[config.mk]
export PLATFORM = sky130hd
export DESIGN_NAME = biriscv_icache_arb
export DESIGN_NICKNAME = d
export VERILOG_FILES = /design/src/rtl/biriscv_icache_arb.sv
export SDC_FILE = /design/constraint.sdc
export NUM_CORES = 1
export LEC_CHECK = 0
export ABC_AREA = 1
export BUFFER_PORTS_ARGS = -buffer_cell sky130_fd_sc_hd__buf_2
export CAP_MARGIN = 20
export CORE_AREA = 2 2 96 98
export CTS_BUF_LIST = sky130_fd_sc_hd__clkbuf_8
export DETAILED_ROUTE_END_ITERATION = 7
export DIE_AREA = 0 0 98 100
export PLACE_DENSITY_LB_ADDON = 0.1
export SLEW_MARGIN = 5
export SYNTH_ARGS = -nofsm -noshare
export SYNTH_HDL_FRONTEND = slang
export SYNTH_SLANG_ARGS = --single-unit
[constraint.sdc]
create_clock -name clk_i -period 2.6 [get_ports clk_i]
set_input_delay 0.52 -clock clk_i [delete_from_list [all_inputs] [get_ports clk_i]]
set_output_delay 0.52 -clock clk_i [all_outputs]
set_load 0.01 [all_outputs]
[src/rtl/biriscv_icache_arb.sv]
// ---------------------------------------------------------------------------
// biriscv_icache_arb
//
// Shares the single instruction-cache request port between the fetch unit
// (requester F) and an auxiliary instruction-side reader (requester A).
// One 64-bit aligned read is outstanding at a time. The owner of that read
// is remembered so the response can be routed back to it. Fetch has
// priority.
//
// Optional feature (macro BIRISCV_ICACHE_ARB_STARVE_EN):
//   When defined, a saturating 4-bit counter measures how long A has been
//   refused. Once it reaches STARVE_LIMIT, A is boosted ahead of F for one
//   grant. When undefined, strict F priority applies and A may starve.
//
// Parameters:
//   STARVE_LIMIT       refused-A cycles before the boost is set (1..15)
//
// Ports:
//   clk_i, rst_i                 clock, async active-high reset
//   f_rd_i/f_pc_i/f_priv_i       fetch request
//   f_flush_i                    fetch flush, passed to icache_flush_o
//   f_accept_o, f_valid_o        fetch accept / response valid
//   a_rd_i/a_pc_i/a_priv_i       aux request
//   a_accept_o, a_valid_o        aux accept / response valid
//   rsp_inst_o/error/page_fault  shared response payload
//   icache_rd_o/pc/priv/flush    request to the icache
//   icache_accept_i              icache took the request
//   icache_valid_i/inst/error/page_fault  icache response
// ---------------------------------------------------------------------------
module biriscv_icache_arb #(
  parameter int STARVE_LIMIT = 8
) (
  input  logic        clk_i,
  input  logic        rst_i,

  input  logic        f_rd_i,
  input  logic [31:0] f_pc_i,
  input  logic [1:0]  f_priv_i,
  input  logic        f_flush_i,
  output logic        f_accept_o,
  output logic        f_valid_o,

  input  logic        a_rd_i,
  input  logic [31:0] a_pc_i,
  input  logic [1:0]  a_priv_i,
  output logic        a_accept_o,
  output logic        a_valid_o,

  output logic [63:0] rsp_inst_o,
  output logic        rsp_error_o,
  output logic        rsp_page_fault_o,

  output logic        icache_rd_o,
  output logic [31:0] icache_pc_o,
  output logic [1:0]  icache_priv_o,
  output logic        icache_flush_o,
  input  logic        icache_accept_i,
  input  logic        icache_valid_i,
  input  logic [63:0] icache_inst_i,
  input  logic        icache_error_i,
  input  logic        icache_page_fault_i
);

  typedef enum logic {
    IDLE = 1'b0,
    WAIT = 1'b1
  } state_t;

  state_t state_q, state_d;
  logic   owner_q, owner_d;   // 0 = F, 1 = A
  logic   boost_q;

  logic   free;
  logic   gnt_f;
  logic   gnt_a;
  logic   rsp_vld;

  always_ff @(posedge clk_i or posedge rst_i) begin
    if (rst_i) begin
      state_q <= IDLE;
      owner_q <= 1'b0;
    end else begin
      state_q <= state_d;
      owner_q <= owner_d;
    end
  end

  always_comb begin
    state_d          = state_q;
    owner_d          = owner_q;
    icache_rd_o      = 1'b0;
    icache_pc_o      = 32'h0;
    icache_priv_o    = 2'b00;
    f_accept_o       = 1'b0;
    a_accept_o       = 1'b0;
    f_valid_o        = 1'b0;
    a_valid_o        = 1'b0;
    rsp_inst_o       = 64'h0;
    rsp_error_o      = 1'b0;
    rsp_page_fault_o = 1'b0;

    // A returning response frees the port in the same cycle, allowing
    // back-to-back issue.
    free  = (state_q == IDLE) || icache_valid_i;

    // A wins when boosted, or when F is not asking at all.
    gnt_a = free && a_rd_i && (boost_q || !f_rd_i);
    gnt_f = free && f_rd_i && !gnt_a;

    // Responses only count while something is outstanding; a response in
    // IDLE (e.g. one that straddled a reset) is dropped.
    rsp_vld = (state_q == WAIT) && icache_valid_i;

    if (gnt_f) begin
      icache_rd_o   = 1'b1;
      icache_pc_o   = f_pc_i & 32'hFFFF_FFF8;
      icache_priv_o = f_priv_i;
    end else if (gnt_a) begin
      icache_rd_o   = 1'b1;
      icache_pc_o   = a_pc_i & 32'hFFFF_FFF8;
      icache_priv_o = a_priv_i;
    end

    f_accept_o = gnt_f && icache_accept_i;
    a_accept_o = gnt_a && icache_accept_i;

    if (rsp_vld) begin
      f_valid_o        = !owner_q;
      a_valid_o        = owner_q;
      rsp_inst_o       = icache_inst_i;
      rsp_error_o      = icache_error_i;
      rsp_page_fault_o = icache_page_fault_i;
      state_d          = IDLE;
    end

    // A newly accepted request overrides the return to IDLE.
    if (f_accept_o || a_accept_o) begin
      state_d = WAIT;
      owner_d = a_accept_o;
    end
  end

  assign icache_flush_o = f_flush_i;

`ifdef BIRISCV_ICACHE_ARB_STARVE_EN
  logic [3:0] starve_q;
  logic [3:0] starve_d;

  always_comb begin
    starve_d = starve_q;
    if (!a_rd_i || a_accept_o)
      starve_d = 4'd0;
    else if (starve_q != 4'hF)
      starve_d = starve_q + 4'd1;
  end

  // The boost is sticky until A actually gets accepted, so it survives
  // cycles where the port is busy or A briefly drops its request.
  always_ff @(posedge clk_i or posedge rst_i) begin
    if (rst_i) begin
      starve_q <= 4'd0;
      boost_q  <= 1'b0;
    end else begin
      starve_q <= starve_d;
      if (a_accept_o)
        boost_q <= 1'b0;
      else if (starve_d == 4'(STARVE_LIMIT))
        boost_q <= 1'b1;
    end
  end
`else
  assign boost_q = 1'b0;
`endif

endmodule

==> metrics.csv, run 1 <==
metric;value;unit
FF+latch area;50.0;um2
Int Power;0.000341;W
crit path cell chain;buf_2, nor2_8, nand3_1, inv_1, buf_2;
Synth Register Bits;2;
I/O pin count;247;
CTS tree;done;
number of global-route vias before repair;1983;
Die X;98;um
RR Endpoint;owner_q$_DFFE_PP0P_;
critical path arrival;1500;ps
Post-CTS Hold Fix Bufs;0;
Crit-path slowest cell;nor2_8;
fin. max-slew vios;0;
post-CTS resize count;0;
Seq pwr share;6.6;%
clk sink count;2;
critical path's largest stage delay;360;ps
wire length per cell;9.85;um
Synth cell types;15;
reg2reg start;state_q$_DFFE_PP0P_;
max layer used;met4;
period utilization;77.7;%
Multi-input gate area;801;um2
setup TNS;0;ps
antenna violations before repair;0;
post-synthesis sequential area ratio;3.88;%
clock network power share;20.1;%
clk root buf;clkbuf_8;
CP Capture Type;output pin;
Vias;2293;
startpoint types;primary input;
Leak Pwr;1.95;nW
switching share of total power;45.2;%
WP data required;2080;ps
Placer Congestion;0.731;
crit-path most repeated cell;buf_2;
H-tree depth;1;
core area;8890;um2
Hold Path Class;primary input to asynchronous set/reset pin;
clk_lat worst skew;210;ps
crit-path max FO;32;
first-pass GRT wire length;8680;um
fin nets;632;
Iteration-0 DRC Markers;34;
initial core utilization;14.5;%
status;finished clean;
power share of the combinational group;73.3;%
Die H;100;um
WL met2;3210;um
vias per inst;3.82;
Post-CTS Setup Bufs;0;
pre-CTS setup slack;553;ps
share of post-route cells with drive strength above 1;54.0;%
final hold vios;0;
FP Rows;35;
wl on met1;2020;um
Mapped Area;1290;um2
reg2reg setup slack;1390;ps
DRC;0;
RSZ-0062 raised after global routing;false;
NetSw;0.000281;W
worst ir drop on vdd;0.101;mV
Port Buffers;235;
Clock Path Buffers;2;
power density cells;244;nW/um2
Max Fclk;0.495;GHz
Worst R2R Path Depth;5;
global route total overflow;0;
Max Cap Viol;0;
die area;9800;um2
CTS Buf Count;3;
Final Skew;0.813;ps
clock-pin slew on the worst setup and hold paths;30;ps
Final Util;28.6;%
Fill cells;1050;
crit path kind;primary input to output pin;
met3 wire len;603;um
n_diodes;0;
routed wire length;5910;um
Layout area overhead;97.1;%
# setup viols final;0;
largest net degree at the start of global routing;67;
post-layout min period;2020;ps
syn_area_per_cell;4.78;um2
hpwl dp;4900;um
Ys Warns;0;
Total GRT Usage;10.6;%
ANT nets after route;0;
final setup margin;579;ps
Cells after Synth;270;
Detailed Routing Iterations Pass 1;4;
==> sequential cells by signal, summed over array words and instances, names as in the netlist <==
signal   cells
state_q      1
owner_q      1
==> final cells by class <==
| cell class | count | share of cell area [%] |
|---|---|---|
| inverter | 72 | 10.6 |
| timing repair buffer | 239 | 48.9 |
| tap | 111 | 5.46 |
| sequential | 2 | 1.97 |
| multi-input combinational | 173 | 31.5 |
| clock buffer | 3 | 1.62 |
==> metal layers <==
| metal | vias to the layer above | GRT usage (%) |
|---|---|---|
| met5 | - | 0 |
| met2 | 139 | 22.8 |
| met1 | 933 | 9.97 |
| met3 | 7 | 1.88 |
| li1 | 1214 | - |
| met4 | 0 | 3.31 |
==> critical path, delay by kind of cell <==
| family | cells | cell delay (ps) |
|---|---|---|
| buffers and inverters | 3 | 370 |
| and+or+nand+nor | 2 | 600 |
==> power groups by stage <==
| stage | registers (W) | clock network [W] | logic, W |
|---|---|---|---|
| 3_3_place_gp | 0.0000414 | 0 | 0.000463 |
| 5_1_grt | 0.0000418 | 0.000132 | 0.000510 |
| 2_1_floorplan | 0.0000391 | 0 | 0.000253 |
| 3_5_place_dp | 0.0000416 | 0 | 0.000465 |
| 6_report | 0.0000410 | 0.000125 | 0.000456 |
| 4_1_cts | 0.0000413 | 0.000128 | 0.000467 |
==> synthesized netlist by cell type <==
library cell  count  area share, %
inv_1            71             21
nand3_1          65             25
nor2_1           50             15
nand2_1          34            9.9
nor2_2           18            8.7
buf_4            10            5.8
buf_2             9            3.5
buf_6             4            3.5
clkbuf_4          2            1.2
dfrtp_1           2            3.9
conb_1            1           0.29
inv_2             1           0.29
nand2_2           1           0.48
nor2_8            1            1.6
o21a_1            1           0.58
==> placed cells by master (no fill, tap or decap) <==
master / synthesis / routed
buf_12: 0 / 3
buf_2: 9 / 235
buf_4: 10 / 1
clkbuf_8: 0 / 3
conb_1: 1 / 3
dfrtp_1: 2 / 2
inv_1: 71 / 71
inv_2: 1 / 1
nand2_1: 34 / 33
nand2_2: 1 / 2
nand3_1: 65 / 65
nor2_1: 50 / 50
nor2_2: 18 / 18
nor2_8: 1 / 1
o21a_1: 1 / 1
==> metrics by stage <==
| step | hold slack, ps | power (W) | instance area [um2] | cells |
|---|---|---|---|---|
| 2_1_floorplan | 261 | 0.000292 | 1300 | 272 |
| 3_3_place_gp | 372 | 0.000505 | 2500 | 597 |
| 3_5_place_dp | 373 | 0.000507 | 2500 | 597 |
| 4_1_cts | 150 | 0.000636 | 2540 | 600 |
| 5_1_grt | 158 | 0.000684 | 2540 | 600 |
| 6_report | 150 | 0.000622 | 2540 | 600 |
==> kinds of logic (layout without fill, tap and decap cells) <==
group                  count (synthesis)  after routing  share of synthesized area (%)
AND/OR/NAND/NOR                      169            169                           60.4
buffers and inverters                 97            314                           34.9
flip-flops                             2              2                           3.88
other                                  1              3                          0.290
AO/OA/AOI/OAI                          1              1                          0.582
==> worst max path at each step <==
stage          depth (start not counted)   start  slack, ps              end
2_1_floorplan                          5  f_rd_i        990  icache_pc_o[10]
3_3_place_gp                           5  f_rd_i        540       a_accept_o
3_5_place_dp                           5  f_rd_i        550       a_accept_o
4_1_cts                                5  f_rd_i        520       a_accept_o
5_1_grt                                5  f_rd_i        450       a_accept_o
6_report                               5  f_rd_i        580       a_accept_o
Note: power is estimated with default switching activity, not from simulation.
==> run 2, diff against run 1 <==
Settings changed: ABC_AREA 1 to 0, CORE_AREA 2 2 96 98 to 2 2 97 99, DIE_AREA 0 0 98 100 to 0 0 99 101.
Clock period 2.6 ns to 1.8 ns, I/O delays scaled along.
==> run 2 against run 1 <==
Cell area shrank 5.7%. Largest cell class unchanged. First-iteration DRC count grew 15%. Non-clock buffer count grew 4. Routed wire length shrank 1.1%. Critical endpoint unchanged. Worst setup slack lost 430 ps. Final cell count shrank 16%.
==> metrics.csv, run 2 <==
metric;value;unit;change
FP Rows;35;;unchanged
top post-synthesis cells by area;and3_1, a22oi_1, buf_6;;
Hold Path Class;primary input to register;;
wire length per cell;11.5;um;+17%
commonest non-fill, non-tap cell in the layout;buf_2;;
status;finished clean;;
power density cells;349;nW/um2;+43%
die area;10000;um2;+2.0%
initial core utilization;13.1;%;-1.5 points
crit path kind;register to output pin;;
clk root buf;clkbuf_8;;
final cell count without fillers;506;;-16%
Leak Pwr;1.69;nW;-13%
Die H;101;um;+1.0%
worst ir drop on vdd;0.149;mV;+47%
Primary FF master, synth;dfrtp_1;;
clock-pin slew on the worst setup and hold paths;30;ps;about the same
most numerous cell in the Yosys netlist;and3_1;;
first-pass GRT wire length;8370;um;-3.6%
Port Buffers;235;;unchanged
hpwl dp;4680;um;-4.5%
clk sink count;2;;unchanged
Mapped Area;1170;um2;-9.2%
Max Cap Viol;0;;unchanged
post-layout min period;1650;ps;
Final Skew;0.502;ps;-0.311 ps
Placer Congestion;0.716;;-2.0%
CTS tree;done;;
DRC;0;;unchanged
RSZ-0062 raised after global routing;false;;
final hold slack;427;ps;+277 ps
ANT nets after route;0;;unchanged
number of synthesized flops with an enable pin;0;;unchanged
antenna violations before repair;0;;unchanged
global route total overflow;0;;unchanged
vias per inst;4.20;;+10%
largest net degree at the start of global routing;70;;+4.5%
Cells after Synth;176;;-35%
Synth Register Bits;2;;unchanged
Yosys top cell by area;and3_1;;
commonest cells in the synthesized netlist;and3_1, a22oi_1, nor2_1, nor2_2, buf_6;;
period utilization;91.8;%;
n_diodes;0;;unchanged
Vias;2127;;-7.2%
fin. max-slew vios;0;;unchanged
number of global-route vias before repair;1802;;-9.1%
H-tree depth;1;;unchanged
core area;8980;um2;+0.99%
WP data required;1440;ps;-640 ps
CTS Buf Count;3;;unchanged
Clock Path Buffers;2;;unchanged
post-placement cell count;502;;-16%
startpoint types;register;;
Layout area overhead;105;%;
Fill cells;1023;;-2.6%
I/O pin count;247;;unchanged
Detailed Routing Iterations Pass 1;4;;unchanged
Design Power;0.000837;W;+35%
setup TNS;0;ps;unchanged
post-synthesis sequential area ratio;4.27;%;+0.39 points
Iteration-0 DRC Markers;39;;+15%
Max Fclk;0.605;GHz;
most frequent cells in the layout;buf_2, and3_1, a22oi_1, nor2_1, nor2_2;;
top-area cell type share of the netlist area;36.3;%;+11 points
fin nets;538;;-15%
CP Capture Type;output pin;;
Total GRT Usage;9.98;%;-0.65 points
crit-path max FO;33;;+3.1%
routed wire length;5840;um;-1.1%
post-CTS resize count;0;;unchanged
async set-or-reset flop fraction in the synthesized netlist;100;%;unchanged
syn_area_per_cell;6.66;um2;+39%
clk_lat worst skew;210;ps;about the same
Synth cell types;20;;+5
# setup viols final;0;;unchanged
Regs by FF count;owner_q (1), state_q (1);;
share of post-route cells with drive strength above 1;65.8;%;+12 points
Ys Warns;0;;unchanged
Final Util;26.7;%;-1.9 points
final hold vios;0;;unchanged
critical path arrival;1290;ps;-210 ps
Die X;99;um;+1.0%
==> run 2: changes by cell type after synthesis, moves of 5 or more <==
cell | before | now
buf_6 | 4 | 9
nand3_1 | 65 | 0
a22oi_1 | 0 | 31
clkbuf_1 | 0 | 8
nand2_1 | 34 | 3
nor2_2 | 18 | 13
and3_1 | 0 | 68
nor2_1 | 50 | 22
inv_1 | 71 | 1
buf_2 | 9 | 2
==> run 2: power breakdown <==
group	switching, W	internal, W
Clock	0.0000347	0.000141
Combinational	0.000301	0.000303
Sequential	0.00000490	0.0000511
Total	0.000341	0.000496
==> run 2: stage by stage <==
stage,setup WS (ps),area (um2)
2_1_floorplan,442,1180
3_3_place_gp,235,2350
3_5_place_dp,241,2350
4_1_cts,124,2400
5_1_grt,59.0,2400
6_report,147,2400
==> run 2: final timing paths <==
kind / start / to / slack (ps) / depth (start not counted)
max: state_q$_DFFE_PP0P_ / a_accept_o / 150 / 4
min: icache_accept_i / state_q$_DFFE_PP0P_ / 430 / 3
max reg2reg: state_q$_DFFE_PP0P_ / owner_q$_DFFE_PP0P_ / 720 / 4
min reg2reg: owner_q$_DFFE_PP0P_ / owner_q$_DFFE_PP0P_ / 530 / 2
max in group asynchronous: rst_i / state_q$_DFFE_PP0P_ / 1130 / 3
min in group asynchronous: rst_i / owner_q$_DFFE_PP0P_ / 560 / 3
==> run 2: critical path, stage by stage (launching register included) <==
cell     delay, ps
dfrtp_1        390
nor2b_2        180
buf_12         170
nor3_1         170
buf_2          170
==> run 2: area by class of cell <==
| cell class | instances | area [um2] | share of cell area [%] |
|---|---|---|---|
| Inverter | 1 | 3.75 | 0.156 |
| Clock buffer | 3 | 41.3 | 1.72 |
| Timing Repair Buffer | 243 | 1280 | 53.2 |
| Sequential cell | 2 | 50.0 | 2.09 |
| Tap cell | 111 | 139 | 5.79 |
| Multi-Input combinational cell | 146 | 890 | 37.1 |
==> run 2: cell families after synthesis <==
group                  Yosys count  share of synthesized area, %
AND/OR/NAND/NOR                110                          54.1
other                            1                         0.320
buffers and inverters           30                          20.5
flip-flops                       2                          4.27
AO/OA/AOI/OAI                   33                          20.8
==> run 2: metal layers <==
| metal | routed length [um] | track usage, % | part of all wire, % |
|---|---|---|---|
| met2 | 3120 | 20.7 | 53 |
| met5 | 0 | 0 | 0 |
| met3 | 629 | 2.43 | 11 |
| met4 | 42 | 1.69 | 0.72 |
| met1 | 2050 | 9.98 | 35 |
==> run 2: what timing repair did <==
action                                  4_1_cts  5_1_grt
endpoints found under the setup margin        0        0
hold buffers                                  1        0
endpoints found under the hold margin         2        0
buffers inserted                              0        0
==> run 3, diff against run 2 <==
Settings changed: ABC_AREA 0 to 1, CORE_AREA 2 2 97 99 to 2 2 96 98, DIE_AREA 0 0 99 101 to 0 0 98 100.
==> run 3 against run 2 <==
Worst setup slack gained 15 ps. Fmax grew 0.90%. Clock power is essentially flat. Die area shrank 2.0%. Power grew 8.9%. Sequential power grew 8.4%. First-iteration DRC count grew 10%. Non-clock buffer count is the same. Clock skew is essentially flat. Final cell count grew 19%. Core utilization grew 2.5 points. Critical path depth grew 1.
==> metrics.csv, run 3 (synthesis results as in run 1) <==
metric;value;unit;change
status;finished clean;;
power density cells;350;nW/um2;+0.52%
Die X;98;um;-1.0%
Detailed Routing Iterations Pass 1;4;;unchanged
routed wire length;6020;um;+3.1%
Placer Congestion;0.744;;+3.8%
critical path arrival;1280;ps;about the same
Final Util;29.2;%;+2.5 points
most frequent cells in the layout;buf_2, inv_1, nand3_1, nor2_1, nand2_1;;
period utilization;91.0;%;-0.82 points
RSZ-0062 raised after global routing;false;;
hpwl dp;4950;um;+5.7%
post-layout min period;1640;ps;-14.8 ps
setup TNS;0;ps;unchanged
Hold Path Class;primary input to register;;
antenna violations before repair;0;;unchanged
Iteration-0 DRC Markers;43;;+10%
Crit-path slowest cell;dfrtp_1;;
fin nets;636;;+18%
crit path cell chain;nand2_2, buf_12, nand3_1, inv_1, buf_2;;
die area;9800;um2;-2.0%
clk_lat worst skew;210;ps;about the same
CP Capture Type;output pin;;
Clock Path Buffers;2;;unchanged
Top Family by Delay on Critical Path;buffers and inverters;;
Max Cap Viol;0;;unchanged
crit path kind;register to output pin;;
Leak Pwr;1.97;nW;+17%
ANT nets after route;0;;unchanged
commonest non-fill, non-tap cell in the layout;buf_2;;
n_diodes;0;;unchanged
Die H;100;um;-0.99%
crit-path max FO;28;;-15%
# setup viols final;0;;unchanged
DRC;0;;unchanged
H-tree depth;1;;unchanged
startpoint types;register;;
Layout area overhead;101;%;
clk root buf;clkbuf_8;;
first-pass GRT wire length;8540;um;+2.1%
clk sink count;2;;unchanged
CTS tree;done;;
Final Skew;0.891;ps;+0.389 ps
vias per inst;3.81;;-9.4%
share of post-route cells with drive strength above 1;54.4;%;-11 points
fin. max-slew vios;0;;unchanged
worst ir drop on vdd;0.162;mV;+9.0%
initial core utilization;14.5;%;+1.5 points
largest net degree at the start of global routing;69;;-1.4%
Regs by FF count;owner_q (1), state_q (1);;
critical path's largest stage delay;390;ps;about the same
core area;8890;um2;-0.98%
WP data required;1440;ps;about the same
clock-pin slew on the worst setup and hold paths;30;ps;about the same
Port Buffers;235;;unchanged
wire length per cell;9.97;um;-14%
CTS Buf Count;3;;unchanged
Max Fclk;0.610;GHz;+0.90%
global route total overflow;0;;unchanged
number of global-route vias before repair;1864;;+3.4%
final hold vios;0;;unchanged
Bufs and invs on worst path;3;;+1
Vias;2301;;+8.2%
Total GRT Usage;10.3;%;+0.37 points
I/O pin count;247;;unchanged
FP Rows;35;;unchanged
==> run 3: path summary, 6_finish.rpt <==
check	endpoint	cells past startpoint	from	slack [ps]
setup / recovery	f_accept_o	5	state_q$_DFFE_PP0P_	160
hold / removal	owner_q$_DFFE_PP0P_	3	icache_accept_i	450
setup reg to reg	owner_q$_DFFE_PP0P_	5	state_q$_DFFE_PP0P_	700
hold reg to reg	owner_q$_DFFE_PP0P_	2	owner_q$_DFFE_PP0P_	570
max in group asynchronous	owner_q$_DFFE_PP0P_	3	rst_i	1130
min in group asynchronous	state_q$_DFFE_PP0P_	3	rst_i	560
==> run 3: what timing repair did <==
item	4_1_cts	5_1_grt
resized for setup	0	1
setup endpoints to repair	0	2
endpoints found under the hold margin	2	0
hold buffers	1	0
buffers inserted	0	0
==> run 3: per-layer routing <==
| layer | track usage [%] | wire (um) | up-vias |
|---|---|---|---|
| li1 | - | - | 1222 |
| met1 | 11.0 | 2190 | 935 |
| met2 | 20.4 | 3130 | 140 |
| met3 | 2.44 | 648 | 4 |
| met4 | 2.56 | 56 | 0 |
| met5 | 0 | 0 | - |
==> run 3: worst min-delay path, cell delays in order <==
cell and delay, ps:
buf_2 110, nand3_2 90, nand2_1 50
==> run 3: cell type report <==
cell class	instances	area (um2)
clock buffer	3	41.3
fill	1008	6290
inverter	72	270
multi-input combinational	173	806
sequential	2	50.0
tap	111	139
timing repair buffer	243	1290
==> run 3: stage by stage <==
step | setup WS [ps] | total power [W] | hold slack [ps] | std cells | cell area, um2
after floorplan | 512 | 0.000421 | 101 | 272 | 1300
after global placement | 227 | 0.000731 | 215 | 599 | 2520
after detailed placement | 206 | 0.000733 | 214 | 599 | 2520
after CTS | 59.0 | 0.000920 | 502 | 603 | 2570
after global routing | 32.0 | 0.00101 | 489 | 604 | 2600
final | 162 | 0.000911 | 449 | 604 | 2600
==> run 3: report_power, final <==
group	switching, W	internal (W)	total [W]
clock network	0.0000336	0.000141	0.000175
registers	0.00000852	0.0000522	0.0000607
logic	0.000366	0.000310	0.000676
